===== config.mk =====
export PLATFORM = sky130hd
export DESIGN_NAME = servo_cmd_pwm
export DESIGN_NICKNAME = d
export VERILOG_FILES = /design/src/rtl/servo_pkg.sv /design/src/rtl/servo_frame_parser.sv /design/src/rtl/servo_cmd_pwm.sv
export SDC_FILE = /design/constraint.sdc
export NUM_CORES = 1
export LEC_CHECK = 0
export ABC_AREA = 1
export ABC_CLOCK_PERIOD_IN_PS = 4480
export CAP_MARGIN = 10
export CORE_UTILIZATION = 40
export DETAILED_ROUTE_END_ITERATION = 6
export PLACE_DENSITY_LB_ADDON = 0.15
export SYNTH_ARGS = -nofsm -noshare
export SYNTH_HDL_FRONTEND = slang
export SYNTH_SLANG_ARGS = --single-unit

===== constraint.sdc =====
create_clock -name Clk -period 4.48 [get_ports Clk]
set_input_delay 0.448 -clock Clk [delete_from_list [all_inputs] [get_ports Clk]]
set_output_delay 0.448 -clock Clk [all_outputs]
set_load 0.01 [all_outputs]

===== src/rtl/servo_pkg.sv =====
// Shared constants, parser state encoding and angle-to-pulse-width conversion
// for the multi-channel servo controller.
package servo_pkg;

    localparam logic [7:0] SYNC_BYTE = 8'hFF;

    typedef enum logic [1:0] {
        ST_IDLE,
        ST_CHAN,
        ST_ANG,
        ST_CSUM
    } parser_state_t;

    // Width of one angle step in clock cycles, truncated.
    function automatic logic [31:0] step_cycles(
        input int unsigned clk_hz,
        input int unsigned min_us,
        input int unsigned max_us,
        input int unsigned angle_max
    );
        int unsigned cyc_per_us;
        cyc_per_us = clk_hz / 1_000_000;
        return ((max_us - min_us) * cyc_per_us) / angle_max;
    endfunction

    function automatic logic [31:0] angle_to_cycles(
        input int unsigned angle,
        input int unsigned clk_hz,
        input int unsigned min_us,
        input int unsigned max_us,
        input int unsigned angle_max
    );
        int unsigned min_cyc;
        min_cyc = min_us * (clk_hz / 1_000_000);
        return min_cyc + angle * step_cycles(clk_hz, min_us, max_us, angle_max);
    endfunction

endpackage


===== src/rtl/servo_frame_parser.sv =====
// Parses FF/channel/angle/checksum frames from the UART byte stream and
// issues a one-cycle shadow write plus registered accept/reject pulses.
module servo_frame_parser
    import servo_pkg::*;
#(
    parameter int NCH         = 16,
    parameter int ANGLE_MAX   = 180,
    parameter int TIMEOUT_CYC = 100_000
) (
    input  logic       Clk,
    input  logic       Rst_n,
    input  logic [7:0] RxData,
    input  logic       RxDone,
    output logic       wr_en,
    output logic [7:0] wr_ch,
    output logic [7:0] wr_angle,
    output logic       CmdAck,
    output logic       CmdErr
);

    localparam logic [7:0]  NCH_LIM      = 8'(NCH);
    localparam logic [7:0]  ANGLE_LIM    = 8'(ANGLE_MAX);
    localparam logic [31:0] TIMEOUT_LAST = 32'(TIMEOUT_CYC - 1);

    parser_state_t state_reg;
    logic [7:0]    chan_reg;
    logic [7:0]    angle_reg;
    logic [31:0]   gap_reg;

    logic timeout_fire;
    logic frame_ok;
    logic csum_byte;

    // The timeout outranks a byte arriving in the same cycle.
    assign timeout_fire = (state_reg != ST_IDLE) && (gap_reg == TIMEOUT_LAST);
    assign frame_ok     = (chan_reg < NCH_LIM) && (angle_reg <= ANGLE_LIM)
                          && ((chan_reg ^ angle_reg) == RxData);
    assign csum_byte    = RxDone && !timeout_fire && (state_reg == ST_CSUM)
                          && (RxData != SYNC_BYTE);

    assign wr_en    = csum_byte && frame_ok;
    assign wr_ch    = chan_reg;
    assign wr_angle = angle_reg;

    always_ff @(posedge Clk or negedge Rst_n) begin
        if (!Rst_n) begin
            state_reg <= ST_IDLE;
            chan_reg  <= 8'd0;
            angle_reg <= 8'd0;
            gap_reg   <= 32'd0;
            CmdAck    <= 1'b0;
            CmdErr    <= 1'b0;
        end else begin
            CmdAck <= 1'b0;
            CmdErr <= 1'b0;

            if (state_reg == ST_IDLE || RxDone) begin
                gap_reg <= 32'd0;
            end else begin
                gap_reg <= gap_reg + 32'd1;
            end

            if (timeout_fire) begin
                state_reg <= ST_IDLE;
                gap_reg   <= 32'd0;
                CmdErr    <= 1'b1;
            end else if (RxDone) begin
                if (RxData == SYNC_BYTE) begin
                    state_reg <= ST_CHAN;
                end else begin
                    case (state_reg)
                        ST_CHAN: begin
                            chan_reg  <= RxData;
                            state_reg <= ST_ANG;
                        end
                        ST_ANG: begin
                            angle_reg <= RxData;
                            state_reg <= ST_CSUM;
                        end
                        ST_CSUM: begin
                            state_reg <= ST_IDLE;
                            CmdAck    <= frame_ok;
                            CmdErr    <= !frame_ok;
                        end
                        default: state_reg <= ST_IDLE;
                    endcase
                end
            end
        end
    end

endmodule


===== src/rtl/servo_cmd_pwm.sv =====
// NCH-channel servo PWM driven by one shared period counter; new widths are
// staged in shadow registers and committed to all channels at the period wrap.
module servo_cmd_pwm
    import servo_pkg::*;
#(
    parameter int NCH         = 16,
    parameter int CLK_HZ      = 50_000_000,
    parameter int PERIOD_HZ   = 50,
    parameter int MIN_US      = 500,
    parameter int MAX_US      = 2500,
    parameter int ANGLE_MAX   = 180,
    parameter int RESET_ANGLE = 90,
    parameter int TIMEOUT_CYC = 100_000
) (
    input  logic           Clk,
    input  logic           Rst_n,
    input  logic [7:0]     RxData,
    input  logic           RxDone,
    output logic [NCH-1:0] Pwm,
    output logic           CmdAck,
    output logic           CmdErr
);

    localparam logic [31:0] PERIOD_LAST = 32'(CLK_HZ / PERIOD_HZ - 1);
    localparam logic [31:0] MIN_CYC     = angle_to_cycles(0, CLK_HZ, MIN_US, MAX_US, ANGLE_MAX);
    localparam logic [31:0] STEP_CYC    = step_cycles(CLK_HZ, MIN_US, MAX_US, ANGLE_MAX);
    localparam logic [31:0] RESET_DUR   = angle_to_cycles(RESET_ANGLE, CLK_HZ, MIN_US, MAX_US,
                                                          ANGLE_MAX);

    logic        wr_en;
    logic [7:0]  wr_ch;
    logic [7:0]  wr_angle;
    logic [31:0] wr_dur;
    logic [31:0] count_reg;
    logic [31:0] count_next;
    logic        wrap;

    servo_frame_parser #(
        .NCH         (NCH),
        .ANGLE_MAX   (ANGLE_MAX),
        .TIMEOUT_CYC (TIMEOUT_CYC)
    ) u_parser (
        .Clk      (Clk),
        .Rst_n    (Rst_n),
        .RxData   (RxData),
        .RxDone   (RxDone),
        .wr_en    (wr_en),
        .wr_ch    (wr_ch),
        .wr_angle (wr_angle),
        .CmdAck   (CmdAck),
        .CmdErr   (CmdErr)
    );

    // Single multiply-add shared by all channels; only the addressed one latches it.
    assign wr_dur = MIN_CYC + 32'(wr_angle) * STEP_CYC;

    assign wrap       = (count_reg == PERIOD_LAST);
    assign count_next = wrap ? 32'd0 : count_reg + 32'd1;

    always_ff @(posedge Clk or negedge Rst_n) begin
        if (!Rst_n) begin
            count_reg <= 32'd0;
        end else begin
            count_reg <= count_next;
        end
    end

    genvar gi;
    generate
        for (gi = 0; gi < NCH; gi++) begin : g_ch
            logic [31:0] shadow_reg;
            logic [31:0] active_reg;
            logic        pwm_reg;

            // A write landing on the wrap cycle misses this commit; active
            // takes the pre-write shadow and the new width follows a period later.
            always_ff @(posedge Clk or negedge Rst_n) begin
                if (!Rst_n) begin
                    shadow_reg <= RESET_DUR;
                    active_reg <= RESET_DUR;
                    pwm_reg    <= 1'b0;
                end else begin
                    if (wr_en && (wr_ch == 8'(gi))) begin
                        shadow_reg <= wr_dur;
                    end
                    if (wrap) begin
                        active_reg <= shadow_reg;
                    end
                    pwm_reg <= (count_reg < active_reg);
                end
            end

            assign Pwm[gi] = pwm_reg;
        end
    endgenerate

endmodule

==> run_results.csv, run 1 <==
group,metric,value,unit
clock_tree,post_cts_buffers,0,
routing,wl_per_cell,18.9,um
timing,setup_viol,0,
run,maxCapViolCount,0,
routing,drtPass1Iterations,5,
grt,grt_pass1_wl,174000,um
hold_path,hp-class,"reg2reg",
timing,final_hold_viol_count,0,
synthesis,async_flop_share,100,%
floorplan,dieArea,0.0976,sq mm
routing,drtIter0Drc,2157,
power,power.density,624,mW/mm^2
synthesis,yosysWarnings,0,
worst_setup_path,r2r-end,"g_ch[5].shadow_reg[10]$_DFFE_PN1P_",
routing,route.detailed.drc,0,
floorplan,core,0.0952,sq mm
clock_tree,numCtsBuffers,84,
timing,hold_ws,0.461,ns
status,status,"finished clean",
timing,skew,0.0240,ns
floorplan,rows,113,
timing,worst_pin_slew,1.17,ns
synthesis,synth_nets,4872,
grt,grt_pass1_vias,29611,
routing,num_vias,30225,
synthesis,ys_top_cells_by_count,"nand2_1 (1063), inv_1 (489), dfrtp_1 (484)",
worst_setup_path,cp-start-kind,"flip-flop",
worst_setup_path,reg2reg_depth,17,
power,power_leakage,22.0,nW
grt,grt_max_degree,117,
floorplan,start_util,40.5,%
hold_path,holdPathStages,2,
final_layout,drive_gt1_share,11.5,%
routing,vias_per_cell,5.19,
clock_tree,clock-root-buffer,"clkbuf_16",
worst_setup_path,crit_arrival,4.70,ns
worst_setup_path,crit_fanout,16,
worst_setup_path,r2r_start,"u_parser.wr_angle[5]$_DFFE_PN0P_",
synthesis,synth_top_area_share,31.4,%
final_layout,area_growth,11.7,%
timing,final_max_slew_viol_count,0,
hold_path,worstHoldStart,"g_ch[10].shadow_reg[10]$_DFFE_PN1P_",
synthesis,yosys.area.top_type,"dfrtp_1",
worst_setup_path,end_kind,"flip-flop",
grt,grt_overflow_total,0,
routing,ant_nets,0,
timing,period_share,91.9,%
final_layout,nets,4855,
synthesis,synth.avg_cell_area,8.55,sq um
floorplan,dieHeight,312,um
placement,dp.cells,5668,
clock_tree,numClockSinks,708,
synthesis,synthCells,4507,
timing,rsz0062_at_grt,"false",
clock_tree,clock_latency,0.65,ns
placement,hpwlAfterDp,68800,um
routing,routed_wl,110000,um
synthesis,synth_seq_cells,708,
placement,place_congestion,0.857,
clock_tree,htreeDepth,3,
synthesis,ys_seq_area_share,46.7,%
synthesis,yosys-top-cells-area,"dfrtp_1 (31%), dfstp_2 (15%), ha_1 (11%)",
power,max-vdd-ir-drop,1440,uV
grt,grtUsageTotal,22.8,%
clock_tree,cts_tree,"done",
floorplan,ioPinCount,29,
worst_setup_path,reg2reg_slack,0.36,ns
floorplan,die_w,312,um
synthesis,synth_edf_count,0,
worst_setup_path,path_class,"reg2reg",
timing,fin_crit,4.12,ns
clock_tree,clock_path_buffers,3,
synthesis,synth_ff_type,"dfrtp_1",
clock_tree,cts_resized,0,
final_layout,instances_no_fill,5825,
placement,io_buffers,28,
worst_setup_path,crit_required,5.07,ns
timing,fin_tns_setup,0,ns
final_layout,n_fill_cell,9375,
worst_setup_path,crit_start,"u_parser.wr_angle[5]$_DFFE_PN0P_",
synthesis,yosysMostFrequentCell,"nand2_1",
timing,slew_headroom,21.8,%
synthesis,netlist_area,0.0385,sq mm
final_layout,n_antenna_cell,0,
synthesis,yosysUniqueCellTypes,40,
grt,grt_antenna_before_repair,1,
hold_path,hold_end,"g_ch[10].shadow_reg[10]$_DFFE_PN1P_",
clock_tree,clkSlewWorstSetupHoldPaths,0.06,ns
timing,max_freq,0.243,GHz
cell usage in the layout, fill, tap and decap left out, types with 3 or more instances in the layout:
master,instances
nor2_1,444
fa_1,14
bufinv_16,5
buf_4,89
o21ai_0,68
nand4_1,360
nand3b_1,3
inv_2,10
xor2_1,36
xor2_2,7
xnor2_1,10
a211oi_1,3
buf_12,21
dfstp_2,224
dfrtp_1,480
nor3_2,13
nand2_1,1063
clkdlybuf4s50_1,27
ha_1,340
clkbuf_1,26
clkinvlp_4,3
clkbuf_8,22
nor2_2,3
o21a_1,18
clkbuf_16,87
clkinv_2,9
nand3_4,17
o311ai_0,16
a21oi_1,459
nand3_1,78
nor4_1,5
dfrtp_2,4
nor3_1,86
inv_1,489
cell type report:
| cell class | instances | area, sq um | area share (%) |
|---|---|---|---|
| timing repair buffer | 139 | 1380 | 3.22 |
| clock inverter | 21 | 268 | 0.622 |
| clock buffer | 135 | 2580 | 5.99 |
| inverter | 501 | 1880 | 4.37 |
| sequential | 708 | 18000 | 41.8 |
| multi-input combinational | 3056 | 17300 | 40.3 |
| tap | 1265 | 1580 | 3.68 |
layer usage:
metal	wire, um	track usage (%)	vias up
li1	-	-	14833
met1	52800	32.6	14605
met2	49300	36.1	627
met3	5430	3.39	160
met4	2840	6.21	0
met5	0	0	-
worst max-delay path by stage:
stage                                                     end  slack, ns  depth (start not counted)
after floorplan            g_ch[10].shadow_reg[9]$_DFFE_PN0P_       0.37                         18
after global placement     g_ch[5].shadow_reg[17]$_DFFE_PN0P_       0.38                         21
after detailed placement   g_ch[6].shadow_reg[10]$_DFFE_PN1P_       0.39                         15
after CTS                  g_ch[5].shadow_reg[10]$_DFFE_PN1P_       0.37                         15
after global routing      g_ch[12].shadow_reg[17]$_DFFE_PN0P_       0.08                         20
final                      g_ch[5].shadow_reg[10]$_DFFE_PN1P_       0.36                         17
worst max-delay path: stages, from the launching register on:
cell and delay, ns:
dfrtp_1 0.52, ha_1 0.23, inv_1 0.06, fa_1 0.47
inv_1 0.05, fa_1 0.49, inv_1 0.05, fa_1 0.52
inv_1 0.04, ha_1 0.39, nand3_1 0.11, nand3_1 0.20
nand2_1 0.09, nand2_1 0.10, xor2_2 0.13, buf_4 0.33
nand4_1 0.13, nand2_1 0.12
power breakdown:
part           internal, mW  leakage, nW  total [mW]  switching, mW
sequential             6.49         9.02        6.60          0.107
combinational          3.19         11.5        13.2           10.0
clock                  4.23         1.39        7.05           2.82
logic make-up after synthesis:
group                      Yosys count  synth area share (%)
and+or+nand+nor                   2080                  24.0
buffers and inverters              743                  8.63
DFF                                708                  46.7
AOI/OAI and AO/OA                  569                  7.72
adders and majority gates          354                  11.8
xor gates and xnor gates            53                  1.20
through the flow:
stage / total power [mW] / instance area, sq um / utilization [%] / setup WS [ns]
after floorplan: 12.5 / 38500 / - / 0.367
after global placement: 19.9 / 40200 / 42.2 / 0.377
after detailed placement: 19.9 / 40200 / 42.2 / 0.395
after CTS: 27.1 / 43000 / 45.2 / 0.366
after global routing: 28.1 / 43000 / 45.2 / 0.0779
final: 26.8 / 43000 / 45.2 / 0.364
timing repair:
| item | in CTS | in global routing |
|---|---|---|
| hold endpoints to repair | 48 | 0 |
| hold buffers | 1 | 0 |
| setup endpoints to repair | 0 | 0 |
Power figures use the tool's default switching activity.
==> run 2, diff against run 1 <==
--- a/config.mk
+++ b/config.mk
@@ -9,6 +9,7 @@
 export ABC_CLOCK_PERIOD_IN_PS = 4480
 export CAP_MARGIN = 10
 export CORE_UTILIZATION = 40
+export CTS_CLUSTER_DIAMETER = 120
 export DETAILED_ROUTE_END_ITERATION = 6
 export PLACE_DENSITY_LB_ADDON = 0.15
 export SYNTH_ARGS = -nofsm -noshare
==> constraint.sdc (replaced) <==
create_clock -name Clk -period 4.48 [get_ports Clk]
set_input_delay 0.896 -clock Clk [delete_from_list [all_inputs] [get_ports Clk]]
set_output_delay 0.896 -clock Clk [all_outputs]
set_load 0.01 [all_outputs]
==> run_results.csv, run 2 (synthesized netlist as in run 1, its figures left out) <==
group,metric,value,unit
timing,fin_tns_setup,0,ns
clock_tree,numCtsBuffers,84,
routing,vias_per_cell,5.20,
floorplan,ioPinCount,29,
clock_tree,cts_resized,0,
floorplan,rows,113,
clock_tree,post_cts_buffers,0,
clock_tree,clock_latency,0.65,ns
placement,place_congestion,0.853,
timing,fin_crit,4.16,ns
timing,period_share,93.0,%
worst_setup_path,slowest_stage,"fa_1",
power,p_sw_share,48.9,%
power,internal_power,13.6,mW
power,power.density,621,mW/mm^2
floorplan,dieHeight,312,um
worst_setup_path,crit_arrival,4.73,ns
routing,ant_nets,0,
final_layout,nets,4842,
grt,grtUsageTotal,22.7,%
worst_setup_path,cp-start-kind,"flip-flop",
power,power_frac_clock,25.6,%
timing,worst_pin_slew,1.16,ns
routing,drtIter0Drc,2213,
worst_setup_path,path_class,"reg2reg",
worst_setup_path,crit_fanout,16,
hold_path,hp-class,"in2async",
power,p_total,26.6,mW
floorplan,core,0.0952,sq mm
timing,max_freq,0.240,GHz
final_layout,n_antenna_cell,0,
final_layout,final_common_cell,"nand2_1",
timing,final_hold_viol_count,0,
floorplan,dieArea,0.0976,sq mm
placement,hpwlAfterDp,68700,um
grt,grt_antenna_before_repair,2,
power,pwr-share-comb,49.6,%
routing,wl_per_cell,18.9,um
worst_setup_path,crit_path_max_incr_delay,0.52,ns
worst_setup_path,cpMostUsedCell,"nand2_1",
status,status,"finished clean",
final_layout,drive_gt1_share,11.3,%
grt,grt_overflow_total,0,
placement,io_buffers,28,
power,max-vdd-ir-drop,1810,uV
grt,grt_pass1_vias,29207,
floorplan,die_w,312,um
floorplan,start_util,40.5,%
clock_tree,cts_tree,"done",
routing,num_vias,30207,
grt,grt_pass1_wl,173000,um
worst_setup_path,path_cells,"inv_1, ha_1, inv_1, fa_1, inv_1, fa_1, inv_1, fa_1, inv_1, ha_1, nand2_1, nor2_1, nand2_1, nand3_1, nand2_1, nand2_1, nand2_1, nand2_1, buf_4, nand4_1, nand2_1",
timing,setup_viol,0,
clock_tree,holdBufCountCts,0,
routing,drtPass1Iterations,6,
run,maxCapViolCount,0,
power,p_seq_share,24.8,%
clock_tree,clock_path_buffers,3,
worst_setup_path,end_kind,"flip-flop",
grt,grt_max_degree,223,
routing,routed_wl,110000,um
power,power_leakage,21.8,nW
clock_tree,clock-root-buffer,"clkbuf_16",
timing,rsz0062_at_grt,"false",
timing,skew,0.0271,ns
worst_setup_path,crit_required,5.05,ns
timing,slew_headroom,22.8,%
final_layout,mostFrequentLayoutCells,"nand2_1 (1063), inv_1 (489), dfrtp_1 (479), a21oi_1 (459), nor2_1 (444)",
clock_tree,htreeDepth,3,
power,switchingPower,13.0,mW
routing,route.detailed.drc,0,
clock_tree,clkSlewWorstSetupHoldPaths,0.06,ns
timing,final_max_slew_viol_count,0,
final_layout,area_growth,11.0,%
clock_tree,numClockSinks,708,
## run 2: cell types whose count changed in the layout (fill, tap and decap cells not counted), moves of 3 or more
| cell | delta |
|---|---|
| bufinv_16 | -3 |
| clkinv_2 | +6 |
| buf_4 | -8 |
| buf_12 | -4 |
## run 2: metrics by stage
step	worst slack (ns)	hold WS (ns)	utilization (%)	cells	area [sq um]
after floorplan	0.367	0.442	-	4507	38500
after global placement	0.357	0.449	42.1	5656	40000
after detailed placement	0.357	0.453	42.1	5656	40000
after CTS	0.343	0.295	44.9	5812	42800
after global routing	0.0726	0.296	44.9	5812	42800
final	0.316	0.314	44.9	5812	42800
## run 2: worst max-delay path: cells and delay by family, from the launching register on
| kind | cells | cell delay (ns) |
|---|---|---|
| adders and majority gates | 5 | 2.19 |
| and+or+nand+nor | 10 | 0.98 |
| buffers and inverters | 6 | 0.56 |
| DFF | 1 | 0.34 |
## run 2: area by class of cell
cell class              count  area [sq um]
well taps                1265          1580
repair buffers            126          1230
fillers                  9400         52400
inverters                 501          1880
clock inverters            22           196
multi-input cells        3056         17300
clock buffers             134          2530
flip-flops and latches    708         18000
## run 2: power groups by stage
stage / Clock [mW] / Sequential [mW] / Combinational [mW]
after floorplan: 0 / 6.71 / 5.76
after global routing: 7.19 / 6.60 / 13.9
final: 6.79 / 6.59 / 13.2
after global placement: 0 / 6.69 / 13.1
after detailed placement: 0 / 6.70 / 13.1
after CTS: 6.97 / 6.59 / 13.2
## run 2: final timing paths
path / from / end / slack [ns] / depth (start not counted)
worst max-delay path: u_parser.wr_angle[6]$_DFFE_PN0P_ / g_ch[14].shadow_reg[17]$_DFFE_PN0P_ / 0.32 / 21
worst min-delay path: Rst_n / g_ch[0].active_reg[7]$_DFFE_PN1N_ / 0.31 / 1
worst max register to register: u_parser.wr_angle[6]$_DFFE_PN0P_ / g_ch[14].shadow_reg[17]$_DFFE_PN0P_ / 0.32 / 21
worst min register to register: g_ch[15].shadow_reg[6]$_DFFE_PN1P_ / g_ch[15].shadow_reg[6]$_DFFE_PN1P_ / 0.46 / 2
max in group asynchronous: Rst_n / g_ch[11].shadow_reg[11]$_DFFE_PN0P_ / 3.16 / 2
min in group Clk: g_ch[15].shadow_reg[6]$_DFFE_PN1P_ / g_ch[15].shadow_reg[6]$_DFFE_PN1P_ / 0.46 / 2
## run 2: per-layer routing
layer | GRT usage, % | vias up | routed length, um
li1 | - | 14806 | -
met1 | 32.7 | 14639 | 52900
met2 | 35.2 | 587 | 48600
met3 | 3.13 | 175 | 4630
met4 | 7.33 | 0 | 3490
met5 | 0 | - | 0
